===== config.mk =====
export PLATFORM = sky130hd
export DESIGN_NAME = booth_wallace_mul_pipe_flat
export DESIGN_NICKNAME = d
export VERILOG_FILES = /design/src/rtl/mul_pkg.sv /design/src/rtl/booth_wallace_mul_pipe_if.sv /design/src/rtl/csa3to2.sv /design/src/rtl/wallace_reduce.sv /design/src/rtl/booth_wallace_mul_pipe.sv /design/src/flat_wrapper.sv
export SDC_FILE = /design/constraint.sdc
export NUM_CORES = 1
export LEC_CHECK = 0
export ABC_AREA = 1
export CORE_MARGIN = 2
export CORE_UTILIZATION = 50
export DETAILED_ROUTE_END_ITERATION = 10
export PLACE_DENSITY_LB_ADDON = 0.05
export SLEW_MARGIN = 10
export SYNTH_ARGS = -nofsm -noshare
export SYNTH_HDL_FRONTEND = slang
export SYNTH_SLANG_ARGS = --single-unit

===== constraint.sdc =====
create_clock -name clk -period 4.7 [get_ports clk]
set_clock_uncertainty 0.05 [all_clocks]
set_input_delay 0.94 -clock clk [delete_from_list [all_inputs] [get_ports clk]]
set_output_delay 0.94 -clock clk [all_outputs]
set_load 0.01 [all_outputs]

===== src/rtl/mul_pkg.sv =====
// rtl/mul_pkg.sv - Booth digit encodings and tree-sizing helpers for the multiply unit
package mul_pkg;

    typedef enum logic [2:0] {
        BOOTH_ZERO = 3'd0,
        BOOTH_POS1 = 3'd1,
        BOOTH_POS2 = 3'd2,
        BOOTH_NEG1 = 3'd3,
        BOOTH_NEG2 = 3'd4
    } booth_digit_e;

    function automatic int booth_digits(input int width);
        return width / 2 + 1;
    endfunction

    // Radix-4 recoding of the bit triplet {b[2i+1], b[2i], b[2i-1]}
    function automatic booth_digit_e booth_decode(input logic [2:0] trip);
        booth_digit_e d;
        case (trip)
            3'b001, 3'b010: d = BOOTH_POS1;
            3'b011:         d = BOOTH_POS2;
            3'b100:         d = BOOTH_NEG2;
            3'b101, 3'b110: d = BOOTH_NEG1;
            default:        d = BOOTH_ZERO;
        endcase
        return d;
    endfunction

    function automatic int wallace_next(input int rows);
        return 2 * (rows / 3) + rows % 3;
    endfunction

    function automatic int wallace_levels(input int rows);
        int r;
        int n;
        r = rows;
        n = 0;
        while (r > 2) begin
            r = wallace_next(r);
            n++;
        end
        return n;
    endfunction

    function automatic int wallace_rows_at(input int rows, input int level);
        int r;
        r = rows;
        for (int l = 0; l < level; l++) r = wallace_next(r);
        return r;
    endfunction

endpackage


===== src/rtl/booth_wallace_mul_pipe_if.sv =====
// rtl/booth_wallace_mul_pipe_if.sv - operand/result handshake bundle of the multiply unit
interface booth_wallace_mul_pipe_if #(
    parameter int WIDTH = 16,
    parameter int TAG_W = 4
);
    logic                 in_valid;
    logic                 in_ready;
    logic                 in_signed;
    logic [WIDTH-1:0]     in_a;
    logic [WIDTH-1:0]     in_b;
    logic [TAG_W-1:0]     in_tag;
    logic                 out_valid;
    logic                 out_ready;
    logic [2*WIDTH-1:0]   out_prod;
    logic [TAG_W-1:0]     out_tag;

    modport master (
        output in_valid, in_signed, in_a, in_b, in_tag, out_ready,
        input  in_ready, out_valid, out_prod, out_tag
    );

    modport slave (
        input  in_valid, in_signed, in_a, in_b, in_tag, out_ready,
        output in_ready, out_valid, out_prod, out_tag
    );
endinterface


===== src/rtl/csa3to2.sv =====
// rtl/csa3to2.sv - 3:2 carry-save adder row; carry is pre-shifted into its weight
module csa3to2 #(
    parameter int W = 8
) (
    input  logic [W-1:0] i_a,
    input  logic [W-1:0] i_b,
    input  logic [W-1:0] i_c,
    output logic [W-1:0] o_sum,
    output logic [W-1:0] o_carry
);
    logic [W-2:0] w_maj;

    assign o_sum   = i_a ^ i_b ^ i_c;
    assign w_maj   = (i_a[W-2:0] & i_b[W-2:0]) | (i_a[W-2:0] & i_c[W-2:0]) | (i_b[W-2:0] & i_c[W-2:0]);
    assign o_carry = {w_maj, 1'b0};
endmodule


===== src/rtl/wallace_reduce.sv =====
// rtl/wallace_reduce.sv - combinational Wallace tree reducing ROWS addends to sum/carry
module wallace_reduce
    import mul_pkg::*;
#(
    parameter int ROWS = 3,
    parameter int COLS = 8
) (
    input  logic [ROWS*COLS-1:0] i_rows,
    output logic [COLS-1:0]      o_sum,
    output logic [COLS-1:0]      o_carry
);
    localparam int LEVELS = wallace_levels(ROWS);

    genvar l, g, p;
    for (l = 0; l < LEVELS; l++) begin : g_lvl
        localparam int R_IN  = wallace_rows_at(ROWS, l);
        localparam int R_OUT = wallace_rows_at(ROWS, l + 1);
        localparam int G     = R_IN / 3;

        logic [COLS-1:0] w_in  [0:R_IN-1];
        logic [COLS-1:0] w_out [0:R_OUT-1];

        for (p = 0; p < R_IN; p++) begin : g_src
            if (l == 0) begin : g_top
                assign w_in[p] = i_rows[p*COLS +: COLS];
            end else begin : g_prev
                assign w_in[p] = g_lvl[l-1].w_out[p];
            end
        end

        for (g = 0; g < G; g++) begin : g_csa
            csa3to2 #(.W(COLS)) u_csa (
                .i_a     (w_in[3*g]),
                .i_b     (w_in[3*g+1]),
                .i_c     (w_in[3*g+2]),
                .o_sum   (w_out[2*g]),
                .o_carry (w_out[2*g+1])
            );
        end

        // Leftover rows that do not fill a full triple ride to the next level untouched
        for (p = 0; p < R_IN % 3; p++) begin : g_pass
            assign w_out[2*G+p] = w_in[3*G+p];
        end
    end

    if (LEVELS == 0) begin : g_direct
        assign o_sum   = i_rows[0 +: COLS];
        assign o_carry = i_rows[COLS +: COLS];
    end else begin : g_tree
        assign o_sum   = g_lvl[LEVELS-1].w_out[0];
        assign o_carry = g_lvl[LEVELS-1].w_out[1];
    end
endmodule


===== src/rtl/booth_wallace_mul_pipe.sv =====
// rtl/booth_wallace_mul_pipe.sv - 3-stage radix-4 Booth / Wallace multiplier with valid/ready and tag
module booth_wallace_mul_pipe
    import mul_pkg::*;
#(
    parameter int WIDTH = 16,
    parameter int TAG_W = 4
) (
    input  logic                      clk,
    input  logic                      rst_n,
    input  logic                      flush,
    booth_wallace_mul_pipe_if.slave   mul_if
);
    localparam int N    = booth_digits(WIDTH);
    localparam int P_W  = 2 * WIDTH;
    localparam int P_L  = WIDTH + 3;
    localparam int ROWS = N + 1;

    // Sum of the -2^(msb) terms that compensate the inverted sign bit of every partial product
    function automatic logic [P_W-1:0] sign_const();
        logic [P_W-1:0] k;
        k = '0;
        for (int i = 0; i < N; i++) k = k - (P_W'(1) << (P_L - 1 + 2 * i));
        return k;
    endfunction

    localparam logic [P_W-1:0] SIGN_K = sign_const();

    logic                 r_v1, r_v2, r_v3;
    logic [P_W-1:0]       r_pp [0:ROWS-1];
    logic [TAG_W-1:0]     r_tag1, r_tag2, r_tag3;
    logic [P_W-1:0]       r_sum, r_carry, r_prod;

    logic                 w_adv1, w_adv2, w_adv3, w_in_ready, w_accept;
    logic [P_L-1:0]       w_a_l, w_mag;
    logic [WIDTH+2:0]     w_b_pad;
    booth_digit_e         w_digit;
    logic [P_W-1:0]       w_pp [0:ROWS-1];
    logic [ROWS*P_W-1:0]  w_rows;
    logic [P_W-1:0]       w_sum, w_carry;

    assign w_adv3     = ~r_v3 | mul_if.out_ready;
    assign w_adv2     = ~r_v2 | w_adv3;
    assign w_adv1     = ~r_v1 | w_adv2;
    assign w_in_ready = flush | w_adv1;
    assign w_accept   = mul_if.in_valid & w_in_ready & ~flush;

    always_comb begin
        w_a_l   = {{3{mul_if.in_signed & mul_if.in_a[WIDTH-1]}}, mul_if.in_a};
        w_b_pad = {{2{mul_if.in_signed & mul_if.in_b[WIDTH-1]}}, mul_if.in_b, 1'b0};
        w_digit = BOOTH_ZERO;
        w_mag   = '0;
        for (int r = 0; r < ROWS; r++) w_pp[r] = '0;
        w_pp[N] = SIGN_K;
        for (int i = 0; i < N; i++) begin
            w_digit = booth_decode(w_b_pad[2*i +: 3]);
            case (w_digit)
                BOOTH_POS1: w_mag = w_a_l;
                BOOTH_POS2: w_mag = {w_a_l[P_L-2:0], 1'b0};
                BOOTH_NEG1: w_mag = ~w_a_l;
                BOOTH_NEG2: w_mag = ~{w_a_l[P_L-2:0], 1'b0};
                default:    w_mag = '0;
            endcase
            w_pp[i] = P_W'({~w_mag[P_L-1], w_mag[P_L-2:0]}) << (2 * i);
            // Negation +1 bits sit below the lowest set bit of SIGN_K, so they OR in cleanly
            if (w_digit == BOOTH_NEG1 || w_digit == BOOTH_NEG2) w_pp[N][2*i] = 1'b1;
        end
    end

    always_comb begin
        w_rows = '0;
        for (int r = 0; r < ROWS; r++) w_rows[r*P_W +: P_W] = r_pp[r];
    end

    wallace_reduce #(.ROWS(ROWS), .COLS(P_W)) u_tree (
        .i_rows  (w_rows),
        .o_sum   (w_sum),
        .o_carry (w_carry)
    );

    always_ff @(posedge clk or negedge rst_n) begin
        if (!rst_n) begin
            r_v1    <= 1'b0;
            r_v2    <= 1'b0;
            r_v3    <= 1'b0;
            for (int r = 0; r < ROWS; r++) r_pp[r] <= '0;
            r_tag1  <= '0;
            r_tag2  <= '0;
            r_tag3  <= '0;
            r_sum   <= '0;
            r_carry <= '0;
            r_prod  <= '0;
        end else begin
            if (flush) begin
                r_v1 <= 1'b0;
                r_v2 <= 1'b0;
                r_v3 <= 1'b0;
            end else begin
                if (w_adv1) r_v1 <= w_accept;
                if (w_adv2) r_v2 <= r_v1;
                if (w_adv3) r_v3 <= r_v2;
            end
            if (w_accept) begin
                for (int r = 0; r < ROWS; r++) r_pp[r] <= w_pp[r];
                r_tag1 <= mul_if.in_tag;
            end
            if (!flush && w_adv2 && r_v1) begin
                r_sum   <= w_sum;
                r_carry <= w_carry;
                r_tag2  <= r_tag1;
            end
            if (!flush && w_adv3 && r_v2) begin
                r_prod <= r_sum + r_carry;
                r_tag3 <= r_tag2;
            end
        end
    end

    assign mul_if.in_ready  = w_in_ready;
    assign mul_if.out_valid = r_v3;
    assign mul_if.out_prod  = r_prod;
    assign mul_if.out_tag   = r_tag3;
endmodule


===== src/flat_wrapper.sv =====
// flat-port wrapper written by rule: the top's interface ports become plain ports
module booth_wallace_mul_pipe_flat import mul_pkg::*;
#(
    parameter int WIDTH = 16,
    parameter int TAG_W = 4
)
  (clk, rst_n, flush, mul_if_in_valid, mul_if_in_signed, mul_if_in_a, mul_if_in_b, mul_if_in_tag, mul_if_out_ready, mul_if_in_ready, mul_if_out_valid, mul_if_out_prod, mul_if_out_tag);
  booth_wallace_mul_pipe_if #(.WIDTH(WIDTH), .TAG_W(TAG_W)) mul_if_i ();
  input  logic clk;
  input  logic rst_n;
  input  logic flush;
  input wire logic [$bits(mul_if_i.in_valid)-1:0] mul_if_in_valid;
  input wire logic [$bits(mul_if_i.in_signed)-1:0] mul_if_in_signed;
  input wire logic [$bits(mul_if_i.in_a)-1:0] mul_if_in_a;
  input wire logic [$bits(mul_if_i.in_b)-1:0] mul_if_in_b;
  input wire logic [$bits(mul_if_i.in_tag)-1:0] mul_if_in_tag;
  input wire logic [$bits(mul_if_i.out_ready)-1:0] mul_if_out_ready;
  output wire logic [$bits(mul_if_i.in_ready)-1:0] mul_if_in_ready;
  output wire logic [$bits(mul_if_i.out_valid)-1:0] mul_if_out_valid;
  output wire logic [$bits(mul_if_i.out_prod)-1:0] mul_if_out_prod;
  output wire logic [$bits(mul_if_i.out_tag)-1:0] mul_if_out_tag;
  assign mul_if_i.in_valid = mul_if_in_valid;
  assign mul_if_i.in_signed = mul_if_in_signed;
  assign mul_if_i.in_a = mul_if_in_a;
  assign mul_if_i.in_b = mul_if_in_b;
  assign mul_if_i.in_tag = mul_if_in_tag;
  assign mul_if_i.out_ready = mul_if_out_ready;
  assign mul_if_in_ready = mul_if_i.in_ready;
  assign mul_if_out_valid = mul_if_i.out_valid;
  assign mul_if_out_prod = mul_if_i.out_prod;
  assign mul_if_out_tag = mul_if_i.out_tag;
  booth_wallace_mul_pipe #(.WIDTH(WIDTH), .TAG_W(TAG_W)) u_core (.clk(clk), .rst_n(rst_n), .flush(flush), .mul_if(mul_if_i));
endmodule

==> flow_metrics.env <==
export IMPL_post_route_period_util_pct=71.72
export IMPL_async_reset_ff_share_pct=100.0
export IMPL_layout_drive_gt1_share_pct=5.072
export IMPL_crit_buf_inv=2
export IMPL_endpoint_kind="output pin"
export IMPL_cts_buffers=35
export IMPL_clock_sinks=284
export IMPL_port_buffers=79
export IMPL_antenna_found_initial=1
export IMPL_dp_hpwl_um=41590
export IMPL_post_route_cell_area_um2=21850
export IMPL_powerDensity_nw_per_um2=528.3
export IMPL_path_cells="clkdlybuf4s50_1, nor2_1, nand3_1, clkdlybuf4s50_1"
export IMPL_slowest_delay_ns=0.59
export IMPL_crit_type="in -> out"
export IMPL_cts_tree="yes"
export IMPL_syn2layout_area_growth_pct=11.63
export IMPL_synthDistinctLibCells=40
export IMPL_max_vdd_ir_drop_mv=0.2467
export IMPL_mappedNetlistNets=2766
export IMPL_via_per_inst=5.513
export IMPL_slew_violations=0
export IMPL_finalHoldViolations=0
export IMPL_p_int_mw=6.838
export IMPL_rsz0062_at_grt="no"
export IMPL_post_cts_buffers=0
export IMPL_fp_dieH_um=201.8
export IMPL_slew_headroom_pct=18.59
export IMPL_gp_congestion=0.9310
export IMPL_cts_buffer_depth=3
export IMPL_finalSetupViolCount=0
export IMPL_ant_nets=0
export IMPL_grt_pass1_vias=16990
export IMPL_worstPathRequired_ns=3.71
export IMPL_critPathMaxFanout=5
export IMPL_power_frac_seq_pct=29.2
export IMPL_htree_levels=2
export IMPL_placed_area_um2=20730
export IMPL_nets=2783
export IMPL_path_delay_family="buffers and inverters"
export IMPL_ctsRootBufferMaster="clkbuf_16"
export IMPL_ys_warn_count=0
export IMPL_drtPass1Iterations=7
export IMPL_cts_clk_slew_worst_paths_ns=0.06
export IMPL_synth_top_flop_cell="dfrtp_1"
export IMPL_drt_iter0_markers=1385
export IMPL_cts_resized=0
export IMPL_diodes=0
export IMPL_p_leak_nw=11.10
export IMPL_mostFrequentLayoutCells="nand2_1, dfrtp_1, inv_1"
export IMPL_max_cap_violations=0
export IMPL_min_period_ns=3.371
export IMPL_vias=16990
export IMPL_status="completed"
export IMPL_startpoint_type="input port"
export IMPL_syn_inst=2523
export IMPL_start_util_pct=50.64
export IMPL_clock_fmax_mhz=296.7
export IMPL_grt_ovfl_total=0
export IMPL_coreArea_um2=38650
export IMPL_worst_pin_slew_ns=1.215
export IMPL_comb_power_share_pct=47.5
export IMPL_pin_count=80
export IMPL_worstPathArrival_ns=2.38
export IMPL_swShare_pct=40.75
export IMPL_p_clk_share_pct=23.3
export IMPL_path_common_cell="clkdlybuf4s50_1"
export IMPL_p_sw_mw=4.704
export IMPL_wl_per_cell_um=19.28
export IMPL_row_count=72
export IMPL_die_area_um2=40740
export IMPL_yosysSeqAreaShare_pct=36.31
export IMPL_grt_pass1_wl_um=94670
export IMPL_synth_edf_count=0
export IMPL_clock_latency_ns=0.56
export IMPL_layout_commonest_cell="nand2_1"
export IMPL_grt_total_usage_pct=29.83
export IMPL_wirelength_um=59410
export IMPL_ctsHoldBuffers=0
export IMPL_tns_ns=0
export IMPL_drc=0
export IMPL_ys_ff_latch=284
export IMPL_syn_area_um2=19570
export IMPL_slowest_stage="clkdlybuf4s50_1"
export IMPL_grt_max_degree=187
export IMPL_die_x_um=201.8
export IMPL_syn_avg_cell_area_um2=7.757
export IMPL_hp_class="in -> async"
## registers in the layout (all words and copies together) (netlist names)
signal / count
u_core.mul_if.out_prod: 32
u_core.mul_if.out_valid: 1
u_core.r_carry: 28
u_core.mul_if.out_tag: 4
u_core.r_v1: 1
u_core.r_tag1: 4
u_core.r_pp: 177
u_core.r_tag2: 4
u_core.r_sum: 32
u_core.r_v2: 1
## logic make-up (layout without fill, tap and decap cells)
family                   count (synthesis)  count (layout)  synth area share [%]
adder cells (fa/ha/maj)                201             201                 17.41
AO/OA/AOI/OAI                          344             344                 11.13
AND/OR/NAND/NOR                       1239            1239                 25.26
flip-flops                             284             284                 36.31
buffers and inverters                  435             475                 8.989
XOR/XNOR                                20              20                0.8950
## power by group through the flow
stage	combinational, mW	clock (mW)	sequential [mW]
global placement	5.33	0	3.40
global route	6.31	2.84	3.45
finish	5.48	2.69	3.38
CTS	5.48	2.74	3.38
floorplan	3.49	0	3.39
detailed placement	5.41	0	3.42
## through the flow
step           utilization (%)  total power [mW]  cells  setup WS, ns  hold slack [ns]
2_1_floorplan                -             6.879   2523         1.443           0.3922
3_3_place_gp             53.63             8.726   3021         1.264           0.4092
3_5_place_dp             53.63             8.828   3021         1.241           0.4117
4_1_cts                  56.53             11.60   3081         1.318           0.3590
5_1_grt                  56.53             12.60   3081         1.196           0.3912
6_report                 56.53             11.54   3081         1.329           0.3253
## final timing paths
path                                            start                         end  slack (ns)  cells past startpoint
max in group asynchronous                       rst_n            u_core.r_pp[235]        3.25                      2
setup / recovery                                flush             mul_if_in_ready        1.33                      4
setup reg to reg                      u_core.r_pp[48]            u_core.r_sum[16]        1.33                     11
hold / removal                                  rst_n  u_core.mul_if.out_prod[29]        0.33                      1
min in group clk           u_core.mul_if.out_prod[19]  u_core.mul_if.out_prod[19]        0.43                      2
hold reg to reg            u_core.mul_if.out_prod[19]  u_core.mul_if.out_prod[19]        0.43                      2
## synthesized netlist by cell type (6+ instances only)
| library cell | count | area share, % |
|---|---|---|
| o21ai_0 | 112 | 2.9 |
| clkbuf_1 | 55 | 1.1 |
| ha_1 | 82 | 5.2 |
| nor2_1 | 63 | 1.2 |
| a21oi_2 | 11 | 0.49 |
| inv_2 | 15 | 0.29 |
| xnor2_1 | 16 | 0.72 |
| buf_4 | 11 | 0.42 |
| a21oi_1 | 50 | 1.3 |
| nand3_1 | 108 | 2.8 |
| a22oi_1 | 80 | 3.1 |
| nand2_1 | 1033 | 20 |
| o21ai_1 | 19 | 0.49 |
| o2111ai_1 | 31 | 1.4 |
| inv_1 | 272 | 5.2 |
| clkinv_1 | 15 | 0.29 |
| o22ai_1 | 15 | 0.48 |
| o221ai_1 | 11 | 0.49 |
| o21a_1 | 6 | 0.23 |
| dfrtp_1 | 284 | 36 |
| buf_2 | 62 | 1.6 |
| fa_1 | 119 | 12 |
## area by class of cell
cell class / instances / area (µm²)
inverter: 302 / 1136
clock buffer: 50 / 992.2
clock inverter: 10 / 128.9
fill: 3661 / 16800
sequential: 284 / 7107
tap: 518 / 648.1
timing repair buffer: 113 / 1114
multi-input combinational: 1804 / 10720
## per-layer routing
| metal | global-route usage [%] | vias up | share of wire (%) |
|---|---|---|---|
| li1 | - | 8011 | - |
| met2 | 46.87 | 761 | 45 |
| met5 | 0 | - | 0.022 |
| met3 | 6.788 | 172 | 8.7 |
| met4 | 13.89 | 2 | 4.7 |
| met1 | 39.39 | 8039 | 42 |
Note: power is estimated with default switching activity, not from simulation.
